`src/rtl/piano_pkg.sv`:
```
// Shared constants and note helpers for the piano voice allocator.
package piano_pkg;

  localparam int unsigned NOTE_W_DEFAULT = 7;
  localparam int unsigned PC_N           = 12;

  localparam logic [3:0] NOTE_C  = 4'd1;
  localparam logic [3:0] NOTE_CS = 4'd2;
  localparam logic [3:0] NOTE_D  = 4'd3;
  localparam logic [3:0] NOTE_DS = 4'd4;
  localparam logic [3:0] NOTE_E  = 4'd5;
  localparam logic [3:0] NOTE_F  = 4'd6;
  localparam logic [3:0] NOTE_FS = 4'd7;
  localparam logic [3:0] NOTE_G  = 4'd8;
  localparam logic [3:0] NOTE_GS = 4'd9;
  localparam logic [3:0] NOTE_A  = 4'd10;
  localparam logic [3:0] NOTE_AS = 4'd11;
  localparam logic [3:0] NOTE_B  = 4'd12;

  // Full note number: octave*12 + (pitch class - 1).
  function automatic logic [NOTE_W_DEFAULT-1:0] full_note(input logic [2:0] octave,
                                                          input logic [3:0] note_id);
    logic [NOTE_W_DEFAULT-1:0] w_oct;
    logic [NOTE_W_DEFAULT-1:0] w_id;
    w_oct = NOTE_W_DEFAULT'(octave);
    w_id  = NOTE_W_DEFAULT'(note_id);
    return (w_oct * NOTE_W_DEFAULT'(PC_N)) + w_id - NOTE_W_DEFAULT'(1);
  endfunction

  // One-hot pitch class of a full note, bit 0 = C.
  function automatic logic [PC_N-1:0] pc_onehot(input logic [NOTE_W_DEFAULT-1:0] note);
    logic [NOTE_W_DEFAULT-1:0] w_pc;
    w_pc = note % NOTE_W_DEFAULT'(PC_N);
    return PC_N'(1) << w_pc;
  endfunction

  // Pitch classes 1..12 are playable; anything else is dropped.
  function automatic logic note_id_valid(input logic [3:0] note_id);
    return (note_id >= NOTE_C) && (note_id <= NOTE_B);
  endfunction

endpackage

```
`src/rtl/piano_voice_select.sv`:
```
// Combinational voice search: matching voice, lowest free voice, oldest voice.
module piano_voice_select
  import piano_pkg::*;
#(
  parameter int unsigned NUM_VOICES = 4,
  parameter int unsigned AGE_W      = 8,
  parameter int unsigned NOTE_W     = NOTE_W_DEFAULT,
  parameter int unsigned IDX_W      = (NUM_VOICES > 1) ? $clog2(NUM_VOICES) : 1
) (
  input  logic [NUM_VOICES-1:0]        gates,
  input  logic [NUM_VOICES*NOTE_W-1:0] notes,
  input  logic [NUM_VOICES*AGE_W-1:0]  ages,
  input  logic [NOTE_W-1:0]            ev_note,
  output logic                         match_hit,
  output logic [IDX_W-1:0]             match_idx,
  output logic                         free_hit,
  output logic [IDX_W-1:0]             free_idx,
  output logic [IDX_W-1:0]             oldest_idx
);

  logic [AGE_W-1:0] w_best_age;

  // Linear scan; strict compare keeps the lowest index on age ties.
  always_comb begin
    match_hit  = 1'b0;
    match_idx  = '0;
    free_hit   = 1'b0;
    free_idx   = '0;
    oldest_idx = '0;
    w_best_age = ages[AGE_W-1:0];
    for (int i = 0; i < NUM_VOICES; i++) begin
      if (!match_hit && gates[i] && (notes[i*NOTE_W +: NOTE_W] == ev_note)) begin
        match_hit = 1'b1;
        match_idx = IDX_W'(i);
      end
      if (!free_hit && !gates[i]) begin
        free_hit = 1'b1;
        free_idx = IDX_W'(i);
      end
      if (ages[i*AGE_W +: AGE_W] > w_best_age) begin
        w_best_age = ages[i*AGE_W +: AGE_W];
        oldest_idx = IDX_W'(i);
      end
    end
  end

endmodule

```
`src/rtl/piano_voice_allocator.sv`:
```
// Polyphonic voice allocator: press/retrigger/steal, release, sustain hold.
module piano_voice_allocator
  import piano_pkg::*;
#(
  parameter int unsigned NUM_VOICES = 4,
  parameter int unsigned AGE_W      = 8,
  parameter int unsigned NOTE_W     = NOTE_W_DEFAULT
) (
  input  logic                         CLK100MHZ,
  input  logic                         CPU_RESETN,
  input  logic                         play_en,
  input  logic                         key_valid,
  input  logic                         key_release,
  input  logic [3:0]                   note_id,
  input  logic [2:0]                   octave,
  input  logic                         sustain,
  output logic [NUM_VOICES-1:0]        voice_gate,
  output logic [NUM_VOICES*NOTE_W-1:0] voice_note,
  output logic [PC_N-1:0]              key_status,
  output logic                         steal
);

  localparam int unsigned IDX_W = (NUM_VOICES > 1) ? $clog2(NUM_VOICES) : 1;
  localparam logic [AGE_W-1:0] AGE_MAX = '1;

  logic [NUM_VOICES-1:0]        r_gate;
  logic [NUM_VOICES-1:0]        r_held;
  logic [NUM_VOICES*NOTE_W-1:0] r_note;
  logic [NUM_VOICES*AGE_W-1:0]  r_age;
  logic                         r_sus;
  logic [PC_N-1:0]              r_key_status;
  logic                         r_steal;

  logic [NUM_VOICES-1:0]        w_gate_nx;
  logic [NUM_VOICES-1:0]        w_held_nx;
  logic [NUM_VOICES*NOTE_W-1:0] w_note_nx;
  logic [NUM_VOICES*AGE_W-1:0]  w_age_nx;
  logic [PC_N-1:0]              w_ks_nx;
  logic                         w_steal_nx;

  logic [NOTE_W-1:0] w_ev_note;
  logic              w_accept;
  logic              w_fall;
  logic              w_match_hit;
  logic              w_free_hit;
  logic [IDX_W-1:0]  w_match_idx;
  logic [IDX_W-1:0]  w_free_idx;
  logic [IDX_W-1:0]  w_oldest_idx;
  logic [IDX_W-1:0]  w_tgt;

  assign w_ev_note = NOTE_W'(full_note(octave, note_id));
  assign w_accept  = key_valid && play_en && note_id_valid(note_id);
  assign w_fall    = r_sus && !sustain;

  // Search runs on pre-cycle state only.
  piano_voice_select #(
    .NUM_VOICES (NUM_VOICES),
    .AGE_W      (AGE_W),
    .NOTE_W     (NOTE_W),
    .IDX_W      (IDX_W)
  ) u_select (
    .gates      (r_gate),
    .notes      (r_note),
    .ages       (r_age),
    .ev_note    (w_ev_note),
    .match_hit  (w_match_hit),
    .match_idx  (w_match_idx),
    .free_hit   (w_free_hit),
    .free_idx   (w_free_idx),
    .oldest_idx (w_oldest_idx)
  );

  // Next-state: sustain release first, then the event overrides its target voice.
  always_comb begin
    w_gate_nx  = r_gate;
    w_held_nx  = r_held;
    w_note_nx  = r_note;
    w_age_nx   = r_age;
    w_steal_nx = 1'b0;
    w_ks_nx    = '0;
    w_tgt      = w_match_hit ? w_match_idx : (w_free_hit ? w_free_idx : w_oldest_idx);

    if (!play_en) begin
      w_gate_nx = '0;
      w_held_nx = '0;
      w_age_nx  = '0;
    end else begin
      if (w_fall) begin
        w_gate_nx = r_gate & ~r_held;
        w_held_nx = '0;
      end
      if (w_accept && !key_release) begin
        w_steal_nx = !w_match_hit && !w_free_hit;
        for (int i = 0; i < NUM_VOICES; i++) begin
          if (IDX_W'(i) == w_tgt) begin
            w_gate_nx[i]                 = 1'b1;
            w_held_nx[i]                 = 1'b0;
            w_age_nx[i*AGE_W +: AGE_W]   = '0;
            w_note_nx[i*NOTE_W +: NOTE_W] = w_ev_note;
          end else if (r_gate[i] && (r_age[i*AGE_W +: AGE_W] != AGE_MAX)) begin
            w_age_nx[i*AGE_W +: AGE_W] = r_age[i*AGE_W +: AGE_W] + AGE_W'(1);
          end
        end
      end else if (w_accept && key_release && w_match_hit) begin
        for (int i = 0; i < NUM_VOICES; i++) begin
          if (IDX_W'(i) == w_match_idx) begin
            if (!sustain) begin
              w_gate_nx[i] = 1'b0;
              w_held_nx[i] = 1'b0;
            end else begin
              w_held_nx[i] = 1'b1;
            end
          end
        end
      end
    end

    for (int i = 0; i < NUM_VOICES; i++) begin
      if (w_gate_nx[i]) begin
        w_ks_nx = w_ks_nx | pc_onehot(NOTE_W_DEFAULT'(w_note_nx[i*NOTE_W +: NOTE_W]));
      end
    end
  end

  // State and registered outputs.
  always_ff @(posedge CLK100MHZ or negedge CPU_RESETN) begin
    if (!CPU_RESETN) begin
      r_gate       <= '0;
      r_held       <= '0;
      r_note       <= '0;
      r_age        <= '0;
      r_sus        <= 1'b0;
      r_key_status <= '0;
      r_steal      <= 1'b0;
    end else begin
      r_gate       <= w_gate_nx;
      r_held       <= w_held_nx;
      r_note       <= w_note_nx;
      r_age        <= w_age_nx;
      r_sus        <= sustain;
      r_key_status <= w_ks_nx;
      r_steal      <= w_steal_nx;
    end
  end

  assign voice_gate = r_gate;
  assign voice_note = r_note;
  assign key_status = r_key_status;
  assign steal      = r_steal;

endmodule

```
`config.mk`:
```
export PLATFORM = sky130hd
export DESIGN_NAME = piano_voice_allocator
export DESIGN_NICKNAME = d
export VERILOG_FILES = /design/src/rtl/piano_pkg.sv /design/src/rtl/piano_voice_select.sv /design/src/rtl/piano_voice_allocator.sv
export SDC_FILE = /design/constraint.sdc
export NUM_CORES = 1
export LEC_CHECK = 0
export CAP_MARGIN = 20
export CORE_MARGIN = 3
export CORE_UTILIZATION = 40
export DETAILED_ROUTE_END_ITERATION = 8
export PLACE_DENSITY = 0.7
export SLEW_MARGIN = 10
export SYNTH_ARGS = -nofsm -noshare
export SYNTH_HDL_FRONTEND = slang
export SYNTH_HIERARCHICAL = 1
export SYNTH_SLANG_ARGS = --single-unit
```
`constraint.sdc`:
```
create_clock -name CLK100MHZ -period 9.3 [get_ports CLK100MHZ]
set_input_delay 0.93 -clock CLK100MHZ [delete_from_list [all_inputs] [get_ports CLK100MHZ]]
set_output_delay 0.93 -clock CLK100MHZ [all_outputs]
set_load 0.02 [all_outputs]
```
==> flow_summary_export.csv <==
group,metric,value,unit
layout,finalCoreUtilization,47.3,%
sta,grt_setup_unrepaired,"false",
sta,period_share,93.4,%
critical_path,cp_max_fo,18,
cts,tritoncts,"built",
cts,cts.clk_slew.worst_paths,0.06,ns
power_and_ir_drop,power_frac_clock,26.2,%
layout,final_cell_mix,"sky130_fd_sc_hd__nand2_1 (82), sky130_fd_sc_hd__dfrtp_1 (82), sky130_fd_sc_hd__nor2_1 (72)",
layout,final_cell_area,8240,um^2
sta,finalMaxSlewViolations,0,
route,initialDrtViolationCount,729,
critical_path,cpMaxStageDelayCell,"sky130_fd_sc_hd__o31ai_2",
power_and_ir_drop,p_per_area,169,nW/um^2
route,drt-wirelength-per-cell,18.8,um
critical_path,critical_path.startpoint_type,"flip-flop",
layout,area_growth_syn_to_layout,14.9,%
logic_synthesis,syn_inst,859,
power_and_ir_drop,intPower,820,uW
power_and_ir_drop,vdd_ir_drop_max,0.133,mV
route,route.final.wire_length,21500,um
global_route,antenna_found_initial,0,
critical_path,setup.worst_path.end_class,"flip-flop",
floorplanning,die_x,140,um
floorplanning,row_count,48,
floorplanning,design.die.area,19600,um^2
cts,ctsHoldBuffers,0,
logic_synthesis,number_of_distinct_standard_cells_referenced_by_the_synthesized_netlist,100,
route,drc,0,
floorplanning,floorplan.initialDensity,41.2,%
global_route,grt_pass1_vias,6609,
logic_synthesis,async_s_r_ff_share_synth,100,%
route,detail_route.first_pass.iterations,5,
global_route,met1_usage,28.2,%
power_and_ir_drop,power.leakage,3.35,nW
critical_path,critical-path-max-stage-delay,0.63,ns
power_and_ir_drop,switching_power_share_of_the_total,41.2,%
critical_path,required,9.50,ns
power_and_ir_drop,power.total,1.40,mW
cts,post_cts_setup_repair_buffer_count,0,
status,run_status,"finished, final reports clean",
logic_synthesis,synth.yosys.warnings,6,
route,drtAntennaViolNets,0,
cts,post_cts_resize_count,0,
cts,clock_path_buffers,2,
critical_path,setup.worst_path.class,"reg2reg",
route,viasPerCell,6.13,
sta,hold_viol,0,
sta,fmax,115,MHz
critical_path,critPathMostFrequentCell,"sky130_fd_sc_hd__ha_1",
global_route,globalRouteMet3Util,3.93,%
global_route,grt.busiest_layer,"met2",
sta,timing.hold.ws,0.451,ns
critical_path,cp.arrival,8.89,ns
layout,diodes,0,
global_route,grt.met2_usage,35.8,%
sta,final.setup.tns,0,ns
sta,fin_crit,8.69,ns
logic_synthesis,mappedNetlistNets,915,
placed_design,place_area,7950,um^2
power_and_ir_drop,seqPwrFrac,30.7,%
logic_synthesis,synth.cell_area,7170,um^2
cts,cts_num_sinks,82,
placed_design,gpl.final_weighted_congestion,0.979,
cts,cts_inserted_buffers,9,
floorplanning,io_pins,58,
placed_design,hpwl,16000,um
route,vias,6996,
cts,worst_skew_pair.late_latency,0.35,ns
logic_synthesis,number_of_synthesized_register_bits,82,
layout,drive_above_1_share,8.18,%
logic_synthesis,postSynthAreaPerCell,8.35,um^2
sta,worstMarginPinSlew,0.854,ns
floorplanning,fp.dieH,140,um
layout,final_nets,968,
logic_synthesis,dominantRegCellSynth,"sky130_fd_sc_hd__dfrtp_1",
global_route,overflow,0,
power_and_ir_drop,comb_power_share,43.2,%
floorplanning,fp.coreArea,17400,um^2
logic_synthesis,number_of_flops_mapped_to_enable_cells_by_yosys,0,
cts,cts_root_buf,"sky130_fd_sc_hd__clkbuf_16",
cts,clock_tree.htree_level_count,3,
sta,skew,0.00941,ns
power_and_ir_drop,p_switching,575,uW
global_route,grt_usage,21.8,%
job,max_cap_viols,0,
min_path,hp-class,"in2async",
global_route,pin_count_of_the_biggest_net_entering_global_routing,64,
placed_design,placement.io_buffers,57,
sta,worst_slew_margin_rel,43.1,%
logic_synthesis,seq_area_frac_synth,28.6,%
sta,timing.final.setup_violations,0,
global_route,grt_first_pass_wirelength,34700,um
## final timing paths
check / to / depth (start not counted) / startpoint / slack (ns)
min in group CLK100MHZ: r_held[2] / 1 / r_held[2] / 0.57
setup / recovery: key_status[6] / 33 / r_age[6] / 0.61
hold / removal: r_age[0] / 1 / CPU_RESETN / 0.45
setup reg to reg: key_status[6] / 33 / r_age[6] / 0.61
max in group asynchronous: key_status[6] / 2 / CPU_RESETN / 7.73
hold reg to reg: r_held[2] / 1 / r_held[2] / 0.57
## routing by layer
metal | wire (um) | share of wire [%]
met5 | 0 | 0
met1 | 8980 | 42
met4 | 935 | 4.3
met2 | 10100 | 47
met3 | 1510 | 7.0
## Yosys cell counts, types with 8 or more instances
cell type / n / area (um^2)
sky130_fd_sc_hd__a21oi_1: 27 / 135
sky130_fd_sc_hd__a31oi_1: 15 / 93.8
sky130_fd_sc_hd__a32oi_1: 9 / 78.8
sky130_fd_sc_hd__and3_1: 13 / 81.3
sky130_fd_sc_hd__buf_2: 10 / 50.1
sky130_fd_sc_hd__clkbuf_1: 8 / 30.0
sky130_fd_sc_hd__dfrtp_1: 82 / 2050
sky130_fd_sc_hd__ha_1: 40 / 500
sky130_fd_sc_hd__inv_1: 54 / 203
sky130_fd_sc_hd__mux2i_1: 11 / 110
sky130_fd_sc_hd__nand2_1: 82 / 308
sky130_fd_sc_hd__nand2b_1: 10 / 62.6
sky130_fd_sc_hd__nand3_1: 62 / 310
sky130_fd_sc_hd__nand4_1: 20 / 125
sky130_fd_sc_hd__nor2_1: 72 / 270
sky130_fd_sc_hd__nor2b_1: 8 / 50.1
sky130_fd_sc_hd__nor3_1: 25 / 125
sky130_fd_sc_hd__nor4_1: 10 / 62.6
sky130_fd_sc_hd__o2111ai_1: 12 / 105
sky130_fd_sc_hd__o211ai_1: 9 / 67.6
sky130_fd_sc_hd__o21a_1: 8 / 60.1
sky130_fd_sc_hd__o21ai_0: 53 / 265
sky130_fd_sc_hd__or3_1: 8 / 50.1
sky130_fd_sc_hd__xnor2_1: 30 / 263
sky130_fd_sc_hd__xor2_1: 22 / 193
## registers in the layout (all words and copies together), names as in the netlist
signal / cells
voice_gate: 4
r_sus: 1
r_held: 4
key_status: 12
r_age: 32
steal: 1
voice_note: 28
## worst max-delay path, delay by kind of cell, from the launching register on
family	cells	cell delay, ns
AND/OR/NAND/NOR	13	3.44
adder cells (fa/ha/maj)	4	1.16
buffers and inverters	2	0.24
AO/OA/AOI/OAI	13	2.99
multiplexers	1	0.25
flip-flops	1	0.45
## power groups by stage
| stage | logic [mW] | registers (mW) | clock network [mW] |
|---|---|---|---|
| after floorplan | 0.359 | 0.460 | 0 |
| after global placement | 0.585 | 0.434 | 0 |
| after detailed placement | 0.589 | 0.434 | 0 |
| after CTS | 0.593 | 0.428 | 0.375 |
| after global routing | 0.646 | 0.433 | 0.391 |
| final | 0.602 | 0.428 | 0.365 |
## cell type report
type / count / area, um^2
Multi-Input combinational cell: 693 / 4740
Tap cell: 225 / 282
Inverter: 59 / 224
Clock inverter: 6 / 67.6
Timing Repair Buffer: 67 / 643
Fill cell: 1692 / 9180
Clock buffer: 10 / 229
Sequential cell: 82 / 2050
## kinds of logic (layout without fill, tap and decap cells)
logic type / count (synthesis) / after routing / synth area share [%]
AO/OA/AOI/OAI: 226 / 226 / 23.1
XOR/XNOR: 57 / 57 / 7.48
multiplexers: 17 / 17 / 2.67
buffers and inverters: 84 / 142 / 5.23
flip-flops: 82 / 82 / 28.6
adder cells (fa/ha/maj): 43 / 43 / 7.82
AND/OR/NAND/NOR: 350 / 350 / 25.1
## metrics by stage
stage	worst slack, ns	std cells
after CTS	0.815	1142
final	0.609	1142
after global placement	0.974	1126
after detailed placement	0.832	1126
after floorplan	2.22	859
after global routing	0.196	1142
(Power assumes the default switching activity.)
